File: src/rtl/ss_addsub_window_ctrl_if.sv
// Bundle between the window controller, its scheduler
// and the stochastic add/sub datapath.
interface ss_addsub_window_ctrl_if #(
  parameter int LOG_LEN = 8,
  parameter int CNT_W   = LOG_LEN + 1
);
  logic               START;
  logic               ABORT;
  logic [LOG_LEN-1:0] WIN_LEN;
  logic               SS_OUT;
  logic               SS_INIT;
  logic               SS_EN;
  logic               SIGN_INV;
  logic               BUSY;
  logic               DONE;
  logic [CNT_W:0]     RESULT;

  modport master (
    output START, ABORT, WIN_LEN, SS_OUT,
    input  SS_INIT, SS_EN, SIGN_INV,
    input  BUSY, DONE, RESULT
  );

  modport slave (
    input  START, ABORT, WIN_LEN, SS_OUT,
    output SS_INIT, SS_EN, SIGN_INV,
    output BUSY, DONE, RESULT
  );
endinterface

File: src/rtl/ss_addsub_window_ctrl.sv
// Two-pass window sequencer for a positive-only stochastic
// add/sub datapath; returns pos_count - neg_count.
module ss_addsub_window_ctrl #(
  parameter int LOG_LEN = 8,
  parameter int CNT_W   = LOG_LEN + 1
) (
  input logic CLK,
  input logic INIT_N,
  ss_addsub_window_ctrl_if.slave bus
);

  typedef enum logic [2:0] {
    IDLE, CLR_P, RUN_P, CLR_N, RUN_N, FIN
  } state_e;

  state_e             state_q;
  logic [LOG_LEN-1:0] win_q;
  logic [LOG_LEN-1:0] dcnt_q;
  logic [CNT_W-1:0]   pos_q;
  logic [CNT_W-1:0]   neg_q;
  logic [CNT_W-1:0]   neg_d;
  logic [CNT_W:0]     res_q;

  // includes the final RUN_N sample taken on the FIN-entry edge
  assign neg_d = neg_q + CNT_W'(bus.SS_OUT);

  always_ff @(posedge CLK or negedge INIT_N) begin
    if (!INIT_N) begin
      state_q <= IDLE;
      win_q   <= '0;
      dcnt_q  <= '0;
      pos_q   <= '0;
      neg_q   <= '0;
      res_q   <= '0;
    end else if (state_q != IDLE && bus.ABORT) begin
      state_q <= IDLE;
    end else begin
      unique case (state_q)
        IDLE: begin
          if (bus.START && !bus.ABORT) begin
            state_q <= CLR_P;
            win_q   <= bus.WIN_LEN;
            pos_q   <= '0;
            neg_q   <= '0;
          end
        end
        CLR_P: begin
          dcnt_q  <= win_q;
          state_q <= RUN_P;
        end
        RUN_P: begin
          pos_q  <= pos_q + CNT_W'(bus.SS_OUT);
          dcnt_q <= dcnt_q - LOG_LEN'(1);
          if (dcnt_q == '0) state_q <= CLR_N;
        end
        CLR_N: begin
          dcnt_q  <= win_q;
          state_q <= RUN_N;
        end
        RUN_N: begin
          neg_q  <= neg_d;
          dcnt_q <= dcnt_q - LOG_LEN'(1);
          if (dcnt_q == '0) begin
            state_q <= FIN;
            res_q   <= {1'b0, pos_q} - {1'b0, neg_d};
          end
        end
        FIN:     state_q <= IDLE;
        default: state_q <= IDLE;
      endcase
    end
  end

  assign bus.SS_INIT  = (state_q == CLR_P) || (state_q == CLR_N);
  assign bus.SS_EN    = (state_q == RUN_P) || (state_q == RUN_N);
  assign bus.SIGN_INV = (state_q == CLR_N) || (state_q == RUN_N) ||
                        (state_q == FIN);
  assign bus.BUSY     = (state_q != IDLE);
  assign bus.DONE     = (state_q == FIN);
  assign bus.RESULT   = res_q;

endmodule

File: src/flat_wrapper.sv
// flat-port wrapper written by rule: the top's interface ports become plain ports
module ss_addsub_window_ctrl_flat 
#(
  parameter int LOG_LEN = 8,
  parameter int CNT_W   = LOG_LEN + 1
)
  (CLK, INIT_N, bus_START, bus_ABORT, bus_WIN_LEN, bus_SS_OUT, bus_SS_INIT, bus_SS_EN, bus_SIGN_INV, bus_BUSY, bus_DONE, bus_RESULT);
  ss_addsub_window_ctrl_if #(.LOG_LEN(LOG_LEN), .CNT_W(CNT_W)) bus_i ();
  input logic CLK;
  input logic INIT_N;
  input wire logic [$bits(bus_i.START)-1:0] bus_START;
  input wire logic [$bits(bus_i.ABORT)-1:0] bus_ABORT;
  input wire logic [$bits(bus_i.WIN_LEN)-1:0] bus_WIN_LEN;
  input wire logic [$bits(bus_i.SS_OUT)-1:0] bus_SS_OUT;
  output wire logic [$bits(bus_i.SS_INIT)-1:0] bus_SS_INIT;
  output wire logic [$bits(bus_i.SS_EN)-1:0] bus_SS_EN;
  output wire logic [$bits(bus_i.SIGN_INV)-1:0] bus_SIGN_INV;
  output wire logic [$bits(bus_i.BUSY)-1:0] bus_BUSY;
  output wire logic [$bits(bus_i.DONE)-1:0] bus_DONE;
  output wire logic [$bits(bus_i.RESULT)-1:0] bus_RESULT;
  assign bus_i.START = bus_START;
  assign bus_i.ABORT = bus_ABORT;
  assign bus_i.WIN_LEN = bus_WIN_LEN;
  assign bus_i.SS_OUT = bus_SS_OUT;
  assign bus_SS_INIT = bus_i.SS_INIT;
  assign bus_SS_EN = bus_i.SS_EN;
  assign bus_SIGN_INV = bus_i.SIGN_INV;
  assign bus_BUSY = bus_i.BUSY;
  assign bus_DONE = bus_i.DONE;
  assign bus_RESULT = bus_i.RESULT;
  ss_addsub_window_ctrl #(.LOG_LEN(LOG_LEN), .CNT_W(CNT_W)) u_core (.CLK(CLK), .INIT_N(INIT_N), .bus(bus_i));
endmodule
File: config.mk
export PLATFORM = sky130hd
export DESIGN_NAME = ss_addsub_window_ctrl_flat
export DESIGN_NICKNAME = d
export VERILOG_FILES = /design/src/rtl/ss_addsub_window_ctrl_if.sv /design/src/rtl/ss_addsub_window_ctrl.sv /design/src/flat_wrapper.sv
export SDC_FILE = /design/constraint.sdc
export NUM_CORES = 1
export LEC_CHECK = 0
export ABC_AREA = 1
export CORE_MARGIN = 2
export CORE_UTILIZATION = 40
export CTS_BUF_LIST = sky130_fd_sc_hd__clkbuf_8
export DETAILED_ROUTE_END_ITERATION = 10
export GPL_TIMING_DRIVEN = 0
export PLACE_DENSITY_LB_ADDON = 0.3
export SYNTH_ARGS = -nofsm -noshare
export SYNTH_HDL_FRONTEND = slang
export SYNTH_SLANG_ARGS = --single-unit
File: constraint.sdc
create_clock -name CLK -period 3.5 [get_ports CLK]
set_clock_uncertainty 0.05 [all_clocks]
set_input_delay 0.35 -clock CLK [delete_from_list [all_inputs] [get_ports CLK]]
set_output_delay 0.35 -clock CLK [all_outputs]
set_load 0.03 [all_outputs]
; ---- Word level (Yosys, flattened, before mapping)
; Index checks and enable logic that the tools add are counted.
; Widths: inputs -> output; s select.
[word_totals]
ff_bits = 47
input_bits = 13
output_inout_bits = 15
elab_cells = 50
[classes]
n_addsub = 4
eq_ne = 9
mux = 9
bitwise = 1
n_reduce_logical = 21
[ops]
columns = op, count
row1 = $pmux 9 s2, 2
row2 = $add 9x1->9, 2
row3 = $pmux 8 s2, 1
row4 = $pmux 3 s5, 1
row5 = $reduce_and 3->1, 5
row6 = $mux 3, 4
row7 = $sub 9x9->10, 1
row8 = $mux 9, 1
row9 = $ne 3x1->1 const B, 3
row10 = $logic_not 8->1, 1
row11 = $sub 8x1->8 const B, 1
row12 = $eq 3x2->1 const B, 2
row13 = $eq 3x3->1 const B, 2
row14 = $reduce_bool 2->1, 3
row15 = $logic_or 1x1->1, 4
row16 = $reduce_or 2->1, 2
row17 = $eq 3x1->1 const B, 1
row18 = $logic_not 3->1, 1
row19 = $reduce_bool 3->1, 1
row20 = $logic_and 1x1->1, 2
row21 = $ne 2x1->1 const B, 1
row22 = $reduce_and 2->1, 1
row23 = $logic_not 1->1, 1
row24 = $not 1->1, 1

; ---- Logic depth before layout (Yosys ltp)
[logic_depth]
word_depth = 5
depth_mapped = 16
mapped_depth_nobuf = 16

; ---- Worst setup path before layout
; Ideal clock, no wire load.
[synth_timing]
kind = register -> register
startpoint = register u_core.neg_q[0]
endpoint = register u_core.res_q[9], in the netlist u_core.bus.RESULT[9]
setup_ps = 117
t_arrival_ps = 2116
required_time_ps = 3333
path_slack_ps = 1216
stages_incl_launch_ff = 17
n_path_buf = 0
synth_period_minus_slack_ps = 2284
cell_sequence = dfrtp_1 -> ha_1 -> ha_1 -> nand2_2 -> nor2_4 -> nand3_1 -> nor2_1 -> xor2_1 -> inv_1 -> ha_1 -> inv_1 -> nor2_2 -> nand2_1 -> nor2_1 -> nor2_1 -> nand3_1 -> nand2_1
[synth_via]
elab_chain_cells = 2
[synth_lines]
columns = item, line_no
row1 = start: declaration, ss_addsub_window_ctrl.sv:20  ; logic [CNT_W-1:0] neg_q;
row2 = start signal: assignment, ss_addsub_window_ctrl.sv:61  ; neg_q <= neg_d;
row3 = $add 9x1->9, ss_addsub_window_ctrl.sv:25  ; assign neg_d = neg_q + CNT_W'(bus.SS_OUT);
row4 = $sub 9x9->10, ss_addsub_window_ctrl.sv:65  ; res_q <= {1'b0, pos_q} - {1'b0, neg_d};
row5 = end signal: assignment, ss_addsub_window_ctrl.sv:65
row6 = end: declaration, ss_addsub_window_ctrl.sv:22  ; logic [CNT_W:0] res_q;
; Every way passes these cells.
; A chain may end at the register's enable or synchronous reset.

; ---- Worst setup path after layout
[layout_timing]
startpoint = input bus_SS_OUT
endpoint = register u_core.res_q[9], in the netlist u_core.bus.RESULT[9]
[layout_via]
elab_chain_cells = 2
[layout_lines]
columns = item, line_no
row1 = start: declaration, flat_wrapper.sv:14  ; input wire logic [$bits(bus_i.SS_OUT)-1:0] bus_SS_OUT;
row2 = $add 9x1->9, ss_addsub_window_ctrl.sv:25
row3 = $sub 9x9->10, ss_addsub_window_ctrl.sv:65
; Every way passes these cells.

==> qor.csv <==
stage;metric;value;unit
outcome;status;complete, no violations;
place;PortBufs;27;
grt;largest net degree at the start of global routing;37;
floorplanning;core area;0.00718;mm^2
floorplanning;die width;89.5;um
critical_path;Crit. path cell count;17;
final_layout;Nets;458;
synthesis;Synth cell types;34;
sta;RSZ-0062 raised after global routing;no;
floorplanning;Die Height;89.5;um
grt;grt met1 use;21.3;%
grt;initial antenna violation count;0;
floorplanning;top-level port count;28;
detailed_routing;wire length per cell;12.2;um
synthesis;YS warnings;0;
clocking;clk buf depth;2;
min_path;HP Class;in -> async;
grt;Overflow after GRT;0;
final_layout;P&R area growth vs syn;17.9;%
detailed_routing;final antenna-violating net count;0;
detailed_routing;Initial DRT Pass Iterations;4;
sta;Final Cycle Share;79.6;%
synthesis;Post-Syn Area per Cell;7.34;um^2
grt;vias in the first global route;2612;
grt;Most Used Layer, Global Route;met2;
power;Pleak;1.67;nW
critical_path;Critical path destination;u_core.bus.RESULT[9]$_DFFE_PN0P_;
grt;met3 Resource Use GR;2.95;%
synthesis;cell count after synthesis;398;
grt;GRT Util Overall;18.2;%
clocking;Clock transition at path regs;90;ps
flow_run;Max-cap violations;0;
sta;setup TNS;0;ps
detailed_routing;Post-Route WL;6510;um
critical_path;Critical R2R Capture;u_core.bus.RESULT[9]$_DFFE_PN0P_;
power;worst ir drop on vdd;0.326;mV
critical_path;reg2reg path depth;16;
floorplanning;initial core utilization;40.7;%
critical_path;Setup Crit Path Kind;in -> reg;
clocking;CTS sink cnt;47;
clocking;TritonCTS clock tree;built;
sta;slew of the pin with the lowest slew margin;531;ps
final_layout;Antenna Diode Count;0;
critical_path;worst-path fanout max;4;
critical_path;Crit path buffers/inverters;3;
final_layout;most frequent cells in the layout;nand2_1, dfrtp_1, inv_1, nand3_1, nor2_1;
place;HPWL after DPL;5060;um
grt;first-pass GRT wire length;11300;um
critical_path;cell family with most CP delay;simple AND/OR/NAND/NOR gates;
synthesis;top cell type by total area after synthesis;dfrtp_1;
synthesis;post-synthesis sequential area ratio;40.2;%
critical_path;Crit. Startpoint;bus_SS_OUT;
synthesis;top post-synthesis cells by area;dfrtp_1, nand2_1, nand3_1;
critical_path;crit-path cells;clkdlybuf4s50_1 -> ha_1 -> ha_1 -> nand2_2 -> nor2_4 -> nand3_1 -> nor2_1 -> xor2_1 -> inv_1 -> ha_1 -> inv_1 -> nor2_2 -> nand2_1 -> nor2_1 -> nor2_1 -> nand3_1 -> nand2_1;
clocking;post-CTS setup buffers;0;
critical_path;Worst EP arrival;2940;ps
critical_path;CP max-delay cell;clkdlybuf4s50_1;
synthesis;Seq cells post-synth;47;
sta;Hold Slack;406;ps
critical_path;Reg-to-Reg Start;u_core.neg_q[0]$_DFFE_PN0P_;
detailed_routing;DRC;0;
sta;final setup fails;0;
detailed_routing;DR vias;2647;
critical_path;crit path capture type;flop;
sta;final hold vios;0;
synthesis;Mapped Area;0.00292;mm^2
critical_path;R2R setup slack;880;ps
floorplanning;DIE AREA;0.00801;mm^2
clocking;Inserted Clock Buffers;5;
detailed_routing;Detailed Route Iter0 Violations;151;
synthesis;area fraction of the dominant cell type after synthesis;40.2;%
sta;min Tclk post-route;2790;ps
clocking;H-tree depth;2;
clocking;Clock Root Buffer;clkbuf_8;
sta;Fmax;359;MHz
place;GP Congestion;0.861;
critical_path;CP Launch Type;primary input;
floorplanning;Cell Rows;31;
synthesis;Post-Syn Nets;422;
critical_path;Worst path max stage delay;520;ps
final_layout;commonest non-fill, non-tap cell in the layout;nand2_1;
grt;grt met2 use;33.1;%
critical_path;Worst EP required;3660;ps
power;PwrDens;688;mW/mm^2
final_layout;layout cells sized above 1;11.5;%
sta;max-slew violation count;0;
clocking;worst-skew pair later-pin latency;310;ps
detailed_routing;DR vias/cell;4.97;
sta;headroom to the max-slew limit;64.6;%
cell families (layout without fill, tap and decap cells):
| logic type | count (synthesis) | count (layout) | share of synthesized area [%] |
|---|---|---|---|
| AND/OR/NAND/NOR | 228 | 228 | 35.7 |
| buffers and inverters | 56 | 92 | 7.45 |
| AO/OA/AOI/OAI | 50 | 50 | 9.72 |
| flip-flops | 47 | 47 | 40.2 |
| adder cells (fa/ha/maj) | 11 | 11 | 4.97 |
| XOR/XNOR | 5 | 5 | 1.50 |
| multiplexers | 1 | 1 | 0.385 |
per-stage QoR:
step                area (um^2)  std cells  worst slack (ps)  util, %  power, mW
finish                     3440        533               712     48.0       2.37
global route               3440        533               472     48.0       2.58
CTS                        3440        533               705     48.0       2.39
detailed placement         3330        525               399     46.4       1.99
global placement           3320        524               427     46.2       1.96
floorplan                  2920        398              1220        -       1.63
cell type report:
cell class	count	area, um^2
Buffer	6	30.0
Clock buffer	5	68.8
Clock inverter	2	33.8
Fill cell	722	3730
Inverter	50	188
Multi-Input combinational cell	295	1530
Sequential cell	47	1180
Tap cell	99	124
Timing Repair Buffer	29	295
state kept, by name, indices dropped and copies added (netlist names):
name               cells
u_core.bus.RESULT     10
u_core.neg_q           9
u_core.state_q         3
u_core.win_q           8
u_core.dcnt_q          8
u_core.pos_q           9
timing repair:
| item | 4_1_cts | 5_1_grt |
|---|---|---|
| hold buffers | 1 | 0 |
| resized for setup | 0 | 0 |
| endpoints found under the hold margin | 11 | 0 |
power breakdown:
part / leakage (nW) / total (mW) / switching [mW] / internal (mW)
combinational: 1.00 / 1.17 / 0.734 / 0.440
clock: 0.0554 / 0.393 / 0.187 / 0.207
sequential: 0.611 / 0.803 / 0.103 / 0.700
how the worst min path moves through the flow:
stage,start,to,depth (start not counted)
after floorplan,INIT_N,u_core.bus.RESULT[0]$_DFFE_PN0P_,0
after global placement,u_core.win_q[3]$_DFFE_PN0P_,u_core.win_q[3]$_DFFE_PN0P_,2
after detailed placement,INIT_N,u_core.pos_q[1]$_DFFE_PN0P_,1
after CTS,INIT_N,u_core.pos_q[1]$_DFFE_PN0P_,2
after global routing,INIT_N,u_core.pos_q[1]$_DFFE_PN0P_,2
final,INIT_N,u_core.pos_q[1]$_DFFE_PN0P_,2
Yosys cell counts (all sizes together):
library cell	instances
nand4	8
o22ai	5
a31oi	5
nand2	127
xor2	4
a21boi	1
buf	5
nand3	35
xnor2	1
dfrtp	47
ha	10
a2111oi	1
clkbuf	1
nand3b	2
a21oi	10
nor3	9
nor2	44
inv	50
o211ai	2
or2	1
fa	1
mux2	1
o21ai	26
nor4	2
routing by layer:
metal | part of all wire (%) | up-vias
met4 | 2.9 | 0
met3 | 3.1 | 17
met2 | 50 | 49
met1 | 44 | 1216
met5 | 0 | -
li1 | - | 1365
No activity file was read; power rests on OpenSTA's default activity.
